[src/rtl/fetch_stage_if.sv]
// -----------------------------------------------------------------------------
// fetch_stage_if
// Bundles the fetch stage's bus signals: hazard-unit controls, branch redirect,
// instruction-memory port, the IF/ID pipeline register outputs and the
// performance counters.
//   master : the environment side (hazard unit, branch resolution, imem, decode)
//   slave  : the fetch stage itself
// Signals:
//   PCWrite, IFIDWrite         hazard controls (0 = hold PC / hold IF/ID)
//   branch_taken, branch_target redirect request and address
//   imem_addr, imem_rdata      instruction memory address / combinational data
//   ifid_instr, ifid_pc4,
//   ifid_valid                 registered IF/ID contents
//   stall_cnt, flush_cnt       performance counters (0 when disabled)
// -----------------------------------------------------------------------------
interface fetch_stage_if;
  logic        PCWrite;
  logic        IFIDWrite;
  logic        branch_taken;
  logic [31:0] branch_target;
  logic [31:0] imem_addr;
  logic [31:0] imem_rdata;
  logic [31:0] ifid_instr;
  logic [31:0] ifid_pc4;
  logic        ifid_valid;
  logic [31:0] stall_cnt;
  logic [31:0] flush_cnt;

  modport master (
    output PCWrite, IFIDWrite, branch_taken, branch_target, imem_rdata,
    input  imem_addr, ifid_instr, ifid_pc4, ifid_valid, stall_cnt, flush_cnt
  );

  modport slave (
    input  PCWrite, IFIDWrite, branch_taken, branch_target, imem_rdata,
    output imem_addr, ifid_instr, ifid_pc4, ifid_valid, stall_cnt, flush_cnt
  );
endinterface

[src/rtl/fetch_stage.sv]
// -----------------------------------------------------------------------------
// fetch_stage
// Instruction fetch stage: holds the PC, drives the instruction memory address
// straight from it, and captures the fetched word into the IF/ID register.
// Ports:
//   clk    : clock, all state changes on the rising edge
//   reset  : synchronous, active-high; loads RESET_PC and clears IF/ID/counters
//   bus    : fetch_stage_if.slave (controls, redirect, imem, IF/ID, counters)
// Parameter:
//   RESET_PC : PC value loaded on reset
// Build option:
//   FETCH_STAGE_PERF_CNT_EN : when defined, stall_cnt/flush_cnt are saturating
//   counters; otherwise both outputs are tied to zero and no counter flops exist.
// Priorities: reset > branch_taken > hold > advance/capture, evaluated
// separately for the PC and for the IF/ID register.
// -----------------------------------------------------------------------------
module fetch_stage #(
  parameter logic [31:0] RESET_PC = 32'h0000_0000
) (
  input  logic          clk,
  input  logic          reset,
  fetch_stage_if.slave  bus
);

  logic [31:0] pc_q, pc_d;
  logic [31:0] pc_plus4;
  logic [31:0] ifid_instr_q, ifid_instr_d;
  logic [31:0] ifid_pc4_q, ifid_pc4_d;
  logic        ifid_valid_q, ifid_valid_d;

  // Wraps modulo 2^32 by construction.
  assign pc_plus4 = pc_q + 32'd4;

  // Next-PC selection. Redirect targets are forced word aligned.
  always_comb begin
    pc_d = pc_q;
    if (bus.branch_taken) begin
      pc_d = {bus.branch_target[31:2], 2'b00};
    end else if (bus.PCWrite) begin
      pc_d = pc_plus4;
    end
  end

  // IF/ID next state. A redirect squashes the word fetched this cycle since
  // it came from the wrong path.
  always_comb begin
    ifid_instr_d = ifid_instr_q;
    ifid_pc4_d   = ifid_pc4_q;
    ifid_valid_d = ifid_valid_q;
    if (bus.branch_taken) begin
      ifid_instr_d = 32'h0000_0000;
      ifid_pc4_d   = 32'h0000_0000;
      ifid_valid_d = 1'b0;
    end else if (bus.IFIDWrite) begin
      ifid_instr_d = bus.imem_rdata;
      ifid_pc4_d   = pc_plus4;
      ifid_valid_d = 1'b1;
    end
  end

  always_ff @(posedge clk) begin
    if (reset) begin
      pc_q         <= RESET_PC;
      ifid_instr_q <= 32'h0000_0000;
      ifid_pc4_q   <= 32'h0000_0000;
      ifid_valid_q <= 1'b0;
    end else begin
      pc_q         <= pc_d;
      ifid_instr_q <= ifid_instr_d;
      ifid_pc4_q   <= ifid_pc4_d;
      ifid_valid_q <= ifid_valid_d;
    end
  end

  assign bus.imem_addr  = pc_q;
  assign bus.ifid_instr = ifid_instr_q;
  assign bus.ifid_pc4   = ifid_pc4_q;
  assign bus.ifid_valid = ifid_valid_q;

`ifdef FETCH_STAGE_PERF_CNT_EN
  logic [31:0] stall_cnt_q, stall_cnt_d;
  logic [31:0] flush_cnt_q, flush_cnt_d;

  // A redirect cycle is counted as a flush only, never as a stall.
  always_comb begin
    stall_cnt_d = stall_cnt_q;
    flush_cnt_d = flush_cnt_q;
    if (bus.branch_taken) begin
      if (flush_cnt_q != 32'hFFFF_FFFF) flush_cnt_d = flush_cnt_q + 32'd1;
    end else if (!bus.PCWrite) begin
      if (stall_cnt_q != 32'hFFFF_FFFF) stall_cnt_d = stall_cnt_q + 32'd1;
    end
  end

  always_ff @(posedge clk) begin
    if (reset) begin
      stall_cnt_q <= 32'h0000_0000;
      flush_cnt_q <= 32'h0000_0000;
    end else begin
      stall_cnt_q <= stall_cnt_d;
      flush_cnt_q <= flush_cnt_d;
    end
  end

  assign bus.stall_cnt = stall_cnt_q;
  assign bus.flush_cnt = flush_cnt_q;
`else
  assign bus.stall_cnt = 32'h0000_0000;
  assign bus.flush_cnt = 32'h0000_0000;
`endif

endmodule

[src/flat_wrapper.sv]
// flat-port wrapper written by rule: the top's interface ports become plain ports
module fetch_stage_flat 
#(
  parameter logic [31:0] RESET_PC = 32'h0000_0000
)
  (clk, reset, bus_PCWrite, bus_IFIDWrite, bus_branch_taken, bus_branch_target, bus_imem_rdata, bus_imem_addr, bus_ifid_instr, bus_ifid_pc4, bus_ifid_valid, bus_stall_cnt, bus_flush_cnt);
  fetch_stage_if bus_i ();
  input  logic clk;
  input  logic reset;
  input wire logic [$bits(bus_i.PCWrite)-1:0] bus_PCWrite;
  input wire logic [$bits(bus_i.IFIDWrite)-1:0] bus_IFIDWrite;
  input wire logic [$bits(bus_i.branch_taken)-1:0] bus_branch_taken;
  input wire logic [$bits(bus_i.branch_target)-1:0] bus_branch_target;
  input wire logic [$bits(bus_i.imem_rdata)-1:0] bus_imem_rdata;
  output wire logic [$bits(bus_i.imem_addr)-1:0] bus_imem_addr;
  output wire logic [$bits(bus_i.ifid_instr)-1:0] bus_ifid_instr;
  output wire logic [$bits(bus_i.ifid_pc4)-1:0] bus_ifid_pc4;
  output wire logic [$bits(bus_i.ifid_valid)-1:0] bus_ifid_valid;
  output wire logic [$bits(bus_i.stall_cnt)-1:0] bus_stall_cnt;
  output wire logic [$bits(bus_i.flush_cnt)-1:0] bus_flush_cnt;
  assign bus_i.PCWrite = bus_PCWrite;
  assign bus_i.IFIDWrite = bus_IFIDWrite;
  assign bus_i.branch_taken = bus_branch_taken;
  assign bus_i.branch_target = bus_branch_target;
  assign bus_i.imem_rdata = bus_imem_rdata;
  assign bus_imem_addr = bus_i.imem_addr;
  assign bus_ifid_instr = bus_i.ifid_instr;
  assign bus_ifid_pc4 = bus_i.ifid_pc4;
  assign bus_ifid_valid = bus_i.ifid_valid;
  assign bus_stall_cnt = bus_i.stall_cnt;
  assign bus_flush_cnt = bus_i.flush_cnt;
  fetch_stage #(.RESET_PC(RESET_PC)) u_core (.clk(clk), .reset(reset), .bus(bus_i));
endmodule
[config.mk]
export PLATFORM = sky130hd
export DESIGN_NAME = fetch_stage_flat
export DESIGN_NICKNAME = d
export VERILOG_FILES = /design/src/rtl/fetch_stage_if.sv /design/src/rtl/fetch_stage.sv /design/src/flat_wrapper.sv
export SDC_FILE = /design/constraint.sdc
export NUM_CORES = 1
export LEC_CHECK = 0
export BUFFER_PORTS_ARGS = -buffer_cell sky130_fd_sc_hd__buf_4
export CAP_MARGIN = 20
export CORE_UTILIZATION = 49
export CTS_BUF_LIST = sky130_fd_sc_hd__clkbuf_8
export DETAILED_ROUTE_END_ITERATION = 8
export PLACE_DENSITY = 0.83
export SYNTH_ARGS = -nofsm -noshare
export SYNTH_HDL_FRONTEND = slang
export SYNTH_SLANG_ARGS = --single-unit
[constraint.sdc]
create_clock -name clk -period 2.3 [get_ports clk]
set_clock_uncertainty 0.2 [all_clocks]
set_input_delay 0.46 -clock clk [delete_from_list [all_inputs] [get_ports clk]]
set_output_delay 0.46 -clock clk [all_outputs]
set_load 0.01 [all_outputs]
# --- Yosys cells after proc, flatten, opt, wreduce, memory -nomap -nowiden ---
# Index checks and enable logic that the tools add are counted.
# W data, S select, Z words.
word_totals:
  reg_bits: 97
  output_inout_bits: 161
  inputBits: 69
op_classes:
  mux: 2
  reduce_logical: 2
  n_addsub: 1
ops:
  columns: ["operator", "n"]
  rows:
  - ["$mux W32", 2]
  - ["$add A32 B3 Y32 const B", 1]
  - ["$reduce_bool A2 Y1", 1]
  - ["$reduce_or A2 Y1", 1]

# --- Depth between registers and ports, before layout ---
# Gate-level depths: netlist of the first run.
logic_depth:
  word_depth: 3
  ltp_mapped: 8
  depth_no_buf: 6

# --- Worst setup path after synthesis of the first run ---
# No wires, ideal clock.
synth_path:
  path_type: "register -> register"
  start: "register u_core.pc_q[2] (netlist: u_core.bus.imem_addr[2])"
  end: "register u_core.pc_q[28] (netlist: u_core.bus.imem_addr[28])"
  setup_slack_ns: 0.355
  setup_time_ns: 0.115
  t_required_ns: 1.985
  stages_incl_launch_ff: 8
  arrival_ns: 1.631
  path_cell_list: "dfxtp_1 > ha_1 > nand4_1 > buf_2 > nor3_1 > nand4_1 > xnor2_1 > o21a_1"
synth_between:
  elab_chain_cells: 3
synth_lines:
  columns: ["element", "line_no", "source"]
  rows:
  - ["start, declared", "fetch_stage.sv:25", "logic [31:0] pc_q, pc_d;"]
  - ["start signal, assigned", "fetch_stage.sv:68", "pc_q <= pc_d;"]
  - ["$add A32 B3 Y32", "fetch_stage.sv:32", "assign pc_plus4 = pc_q + 32'd4;"]
  - ["$mux W32", "fetch_stage.sv:39", "end else if (bus.PCWrite) begin"]
  - ["$mux W32", "fetch_stage.sv:37", "if (bus.branch_taken) begin"]
# No other way between the ends. The select of a mux whose other input is x is not followed.
# A chain may end at the register's enable or synchronous reset.

# --- Final worst setup path of the first run ---
layout_path:
  start: "register u_core.pc_q[2] (netlist: u_core.bus.imem_addr[2])"
  end: "register u_core.pc_q[14] (netlist: u_core.bus.imem_addr[14])"
# The elaborated chain is that of the path after synthesis.

==> results of run 1 <==
-- worst reg2reg max path, delay by kind of cell, from the launching register on --
kind                     cells  cell delay [ns]
AO/OA/AOI/OAI                1             0.17
flip-flops                   1             0.35
XOR/XNOR                     1             0.14
AND/OR/NAND/NOR              3             0.73
buffers and inverters        1             0.27
adder cells (fa/ha/maj)      1             0.18
-- worst paths after layout --
kind	start	to	slack, ns	cells after the start
setup / recovery	u_core.bus.imem_addr[2]	u_core.bus.imem_addr[14]	0.16	7
hold / removal	bus_imem_rdata[3]	u_core.bus.ifid_instr[3]	0.12	3
setup reg to reg	u_core.bus.imem_addr[2]	u_core.bus.imem_addr[14]	0.16	7
hold reg to reg	u_core.bus.ifid_valid	u_core.bus.ifid_valid	0.28	2
-- Yosys cell counts (all sizes together) (6+ instances only) --
master / count / area [µm²]
nand4: 21 / 146
a211oi: 8 / 60.1
mux2i: 38 / 380
dfxtp: 93 / 1860
xnor2: 31 / 272
xor2: 25 / 219
o21a: 16 / 120
clkbuf: 28 / 121
buf: 83 / 631
nand2: 19 / 78.8
o21ai: 23 / 115
nor4: 15 / 206
inv: 18 / 67.6
a21oi: 43 / 215
nor2: 65 / 244
nor3: 12 / 70.1
and3: 6 / 42.5
nand3: 21 / 120
-- kinds of logic (layout without fill, tap and decap cells) --
kind of cell               after synthesis  in the layout  share of synthesized area
and+or+nand+nor                        173            173                      0.199
DFF                                     93             93                      0.363
adders and majority gates                1              1                    0.00244
other                                    1             68                   0.000732
xor gates and xnor gates                56             56                     0.0957
muxes                                   38             38                     0.0743
buffers and inverters                  130            216                      0.162
AOI/OAI and AO/OA                       92             92                      0.103
-- state kept, by name (all words and copies together), names as in the netlist --
name	cells
u_core.bus.ifid_instr	32
u_core.bus.ifid_valid	1
u_core.bus.ifid_pc4	30
u_core.bus.imem_addr	30
-- metal layers --
metal  vias to the layer above  part of all wire  routed length [µm]  track usage
li1                       2142                 -                   -            -
met1                      2088              0.41                5320        0.291
met2                       207              0.50                6530        0.415
met3                        25             0.064                 837       0.0388
met4                         0             0.025                 327        0.109
met5                         -                 0                   0            0
-- area by class of cell --
class | instances | area (µm²)
timing repair buffer | 183 | 1400
tap | 133 | 166
clock buffer | 9 | 124
multi-input combinational | 428 | 2680
sequential | 93 | 1860
clock inverter | 6 | 93.8
fill | 827 | 3560
inverter | 18 | 67.6
-- power breakdown --
group	internal [mW]	switching, mW	total (mW)	leakage, nW
clock	0.616	0.612	1.23	0.106
sequential	1.68	0.0749	1.76	0.763
combinational	0.297	0.326	0.623	2.08
total	2.60	1.01	3.61	2.95
==> impl_metrics.tcl, run 1 <==
set metrics [dict create \
    status "finished, violations left" \
    violations "DRC" \
    crit_slowest_cell "dfxtp_1" \
    max_slew_margin 0.482 \
    hold_path_class "input pin to flip-flop" \
    cts_root_buffer "clkbuf_8" \
    start_util 0.515 \
    drcViolationCount 2 \
    drv_slew 0 \
    die_w_um 104 \
    synth_seq_cells 93 \
    crit_path_start_kind "flip-flop" \
    syn_avg_cell_area_um2 8.77 \
    nNetsFinal 803 \
    fmax_mhz 468 \
    insertedDiodeCount 0 \
    final_util 0.643 \
    netlist_instances 584 \
    ant_nets 0 \
    critPathRequiredTime_ns 2.37 \
    rsz0062_at_grt "false" \
    viasPerCell 5.13 \
    ys_seq_area_frac 0.363 \
    cts_tree "built" \
    post_drt_wl_per_cell_um 15.0 \
    cts_max_level 3 \
    worstMarginPinSlew_ns 0.777 \
    crit_fanout 6 \
    critPathArrivalTime_ns 2.20 \
    die_y_um 104 \
    portBuffers 159 \
    holdWs_ns 0.121 \
    path_clk_slew_ns 0.10 \
    cp_slowest_stage_delay_ns 0.35 \
    place_area_um2 6180 \
    powerDensity_nw_per_um2 564 \
    final_common_cell "buf_4" \
    worstPathCellList "ha_1 -> nand4_1 -> buf_4 -> nor2_1 -> nand4_1 -> xnor2_1 -> o21a_1" \
    finalWorstSetupSlack_ns 0.164 \
    drtIter0Drc 299 \
    grt_overflow 0 \
    setup-tns-final_ns 0 \
    grt_pass1_wl_um 21000 \
    gp_congestion 0.915 \
    antenna_found_initial 0 \
    grt_use_total 0.240 \
    stdcell_area_um2 6400 \
    grt_pass1_vias 4101 \
    stdcell_count 870 \
    crit_top_cell "nand4_1" \
    synthFlopType "dfxtp_1" \
    dp_slack_ns 0.216 \
    ios 230 \
    final_cell_mix "buf_4 (181), dfxtp_1 (93), conb_1 (68)" \
    critical-path-top-delay-family "simple AND/OR/NAND/NOR gates" \
    p_leak_nw 2.95 \
    first_pass_iters 9 \
    yosys.cell_types.count 43 \
    wl_um 13000 \
    post_cts_buffers 0 \
    worstSetupEndpointType "flip-flop" \
    synth_warnings 0 \
    hold_buffers 0 \
    power_mw 3.61 \
    dp_cells 855 \
    clockBufferDepth 2 \
    rows 36 \
    critical_path_class "flip-flop to flip-flop" \
    fin_crit_ns 2.14 \
    drive_above_1_share 0.300 \
    maxCapViolations 0 \
    syn2layout_area_growth_pct 24.9 \
    grt_max_degree 46 \
    cp_num_buf_inv 1 \
    post-route-period-util 0.929 \
    finalHoldViolCount 0 \
    die_area_um2 10900 \
    synth_edf_count 0 \
    core_um2 9950 \
    clkLatencyLatePin_ns 0.37 \
    numCtsBuffers 9 \
    syn_area_um2 5120 \
    report.final.setup_viol 0 \
    ys_async_sr_fraction 0 \
    detailed_place_hpwl_um 9750 \
    vias 4462 \
    cts_resized 0 \
    clock_sinks 93 \
    peakVddDrop_uv 409 \
]
No activity file was read; power rests on OpenSTA's default activity.
==> run 2, diff against run 1 <==
Settings changed: CORE_UTILIZATION 49 to 44, PLACE_DENSITY 0.83 to 0.78.
Clock period 2.3 ns to 1.85 ns, I/O delays scaled along.
==> impl_metrics.tcl, run 2 (synthesis gave the netlist of run 1 again) <==
set metrics [dict create \
    combPwrFrac 0.199 \
    crit_fanout 3 \
    crit_slowest_cell "or3_4" \
    final_common_cell "buf_4" \
    use_met2 0.375 \
    rsz0062_at_grt "true" \
    finalHoldViolCount 0 \
    grt_pass1_vias 4205 \
    core_um2 11400 \
    crit_path_start_kind "flip-flop" \
    worstSetupEndpointType "flip-flop" \
    cp_slowest_stage_delay_ns 0.47 \
    p_int_mw 3.07 \
    grt_pass1_wl_um 20400 \
    critPathArrivalTime_ns 1.96 \
    maxCapViolations 0 \
    fin_crit_ns 1.90 \
    drcViolationCount 0 \
    p_leak_nw 3.23 \
    met1_usage 0.268 \
    pwr-share-clk 0.302 \
    clock_sinks 93 \
    die_area_um2 12100 \
    hold_path_class "input pin to flip-flop" \
    syn2layout_area_growth_pct 34.5 \
    rr_worst_depth 6 \
    swShare 0.290 \
    ios 230 \
    r2r-end "u_core.bus.imem_addr[26]" \
    peakVddDrop_uv 335 \
    portBuffers 159 \
    die_y_um 110 \
    r2r_setup_slack_ns -0.05 \
    final_cell_mix "buf_4 (224), dfxtp_1 (81), conb_1 (68)" \
    die_w_um 110 \
    largest_register_ffs 32 \
    cts_max_level 3 \
    status "finished, violations left" \
    grt_use_total 0.220 \
    start_util 0.451 \
    seqPwrFrac 0.499 \
    grt.met3_usage 0.0397 \
    violations "setup timing" \
    cp_num_buf_inv 0 \
    nNetsFinal 849 \
    grt_max_degree 51 \
    fmax_mhz 527 \
    finalWorstSetupSlack_ns -0.0482 \
    post-route-period-util 1.03 \
    critical-path-top-delay-family "simple AND/OR/NAND/NOR gates" \
    grt_overflow 0 \
    critPathRequiredTime_ns 1.91 \
    global_route.peak_usage_layer "met2" \
    cts_tree "built" \
    critical_path_class "flip-flop to flip-flop" \
    antenna_found_initial 0 \
    worstHoldStart "bus_imem_rdata[7]" \
    worst_hold_path.num_cells 3 \
    wl_um 13700 \
    viasPerCell 4.97 \
    rows 39 \
    drive_above_1_share 0.378 \
    ant_nets 0 \
    clockBufferDepth 2 \
    r2r-start "u_core.bus.imem_addr[2]" \
    post_drt_wl_per_cell_um 14.8 \
    path_clk_slew_ns 0.10 \
    powerDensity_nw_per_um2 629 \
    report.final.setup_viol 4 \
    dp_cells 910 \
    holdPathEnd "u_core.bus.ifid_instr[7]" \
    first_pass_iters 5 \
    insertedDiodeCount 0 \
    numCtsBuffers 9 \
    drtIter0Drc 284 \
    drv_slew 0 \
    stdcell_count 927 \
    cts_root_buffer "clkbuf_8" \
    power.switching_mw 1.26 \
    vias 4606 \
    clkLatencyLatePin_ns 0.36 \
    worstPathCellList "ha_4 -> nand4_1 -> or3_4 -> nor4_4 -> xor2_1 -> o21a_1" \
    setup-tns-final_ns -0.112 \
    gp_congestion 0.893 \
    nFillCells 945 \
    detailed_place_hpwl_um 10400 \
]
run 2: layout make-up:
type / instances / area, µm² / area share
tap: 143 / 179 / 0.0260
multi-input combinational: 428 / 2800 / 0.406
timing repair buffer: 229 / 1770 / 0.257
clock buffer: 11 / 151 / 0.0220
inverter: 18 / 67.6 / 0.00981
clock inverter: 5 / 35.0 / 0.00508
sequential: 93 / 1890 / 0.274
run 2: repair_timing:
item | 4_1_cts | 5_1_grt
hold buffers | 0 | 0
cloned | 0 | 0
pin swaps | 1 | 12
resized for setup | 5 | 27
endpoints found under the setup margin | 12 | 29
buffers inserted | 0 | 1
run 2: worst max path at each step:
stage | cells after the start | start | slack (ns) | endpoint
2_1_floorplan | 5 | u_core.bus.imem_addr[22] | 0.003 | u_core.bus.imem_addr[26]
3_3_place_gp | 6 | u_core.bus.imem_addr[2] | -0.04 | u_core.bus.imem_addr[26]
3_5_place_dp | 6 | u_core.bus.imem_addr[2] | -0.05 | u_core.bus.imem_addr[26]
4_1_cts | 7 | u_core.bus.imem_addr[2] | -0.05 | u_core.bus.imem_addr[12]
5_1_grt | 7 | u_core.bus.imem_addr[2] | -0.12 | u_core.bus.imem_addr[30]
6_report | 6 | u_core.bus.imem_addr[2] | -0.05 | u_core.bus.imem_addr[26]
run 2: power by group through the flow:
stage	clock network (mW)	logic [mW]	registers, mW
after floorplan	0	0.507	2.26
after global placement	0	0.836	2.20
after detailed placement	0	0.852	2.21
after CTS	1.35	0.857	2.16
after global routing	1.44	0.941	2.17
final	1.31	0.861	2.16
run 2: worst register-to-register path: stages (launching register included):
cell     delay [ns]
dfxtp_2        0.37
ha_4           0.14
nand4_1        0.17
or3_4          0.47
nor4_4         0.17
xor2_1         0.11
o21a_1         0.17
run 2: metrics by stage:
stage          total power [mW]  hold slack (ns)  area [µm²]  setup WS (ns)  utilization
2_1_floorplan              2.76            0.290        5420        0.00327            -
3_3_place_gp               3.04            0.250        6570        -0.0401        0.578
3_5_place_dp               3.06            0.259        6570        -0.0525        0.578
4_1_cts                    4.37           0.0184        6790        -0.0487        0.597
5_1_grt                    4.56           0.0295        6890         -0.122        0.606
6_report                   4.33           0.0342        6890        -0.0482        0.606
run 2: layer usage:
layer,routed length (µm),share of wire
met2,6790,0.50
met1,5630,0.41
met3,901,0.066
met5,0,0
met4,360,0.026
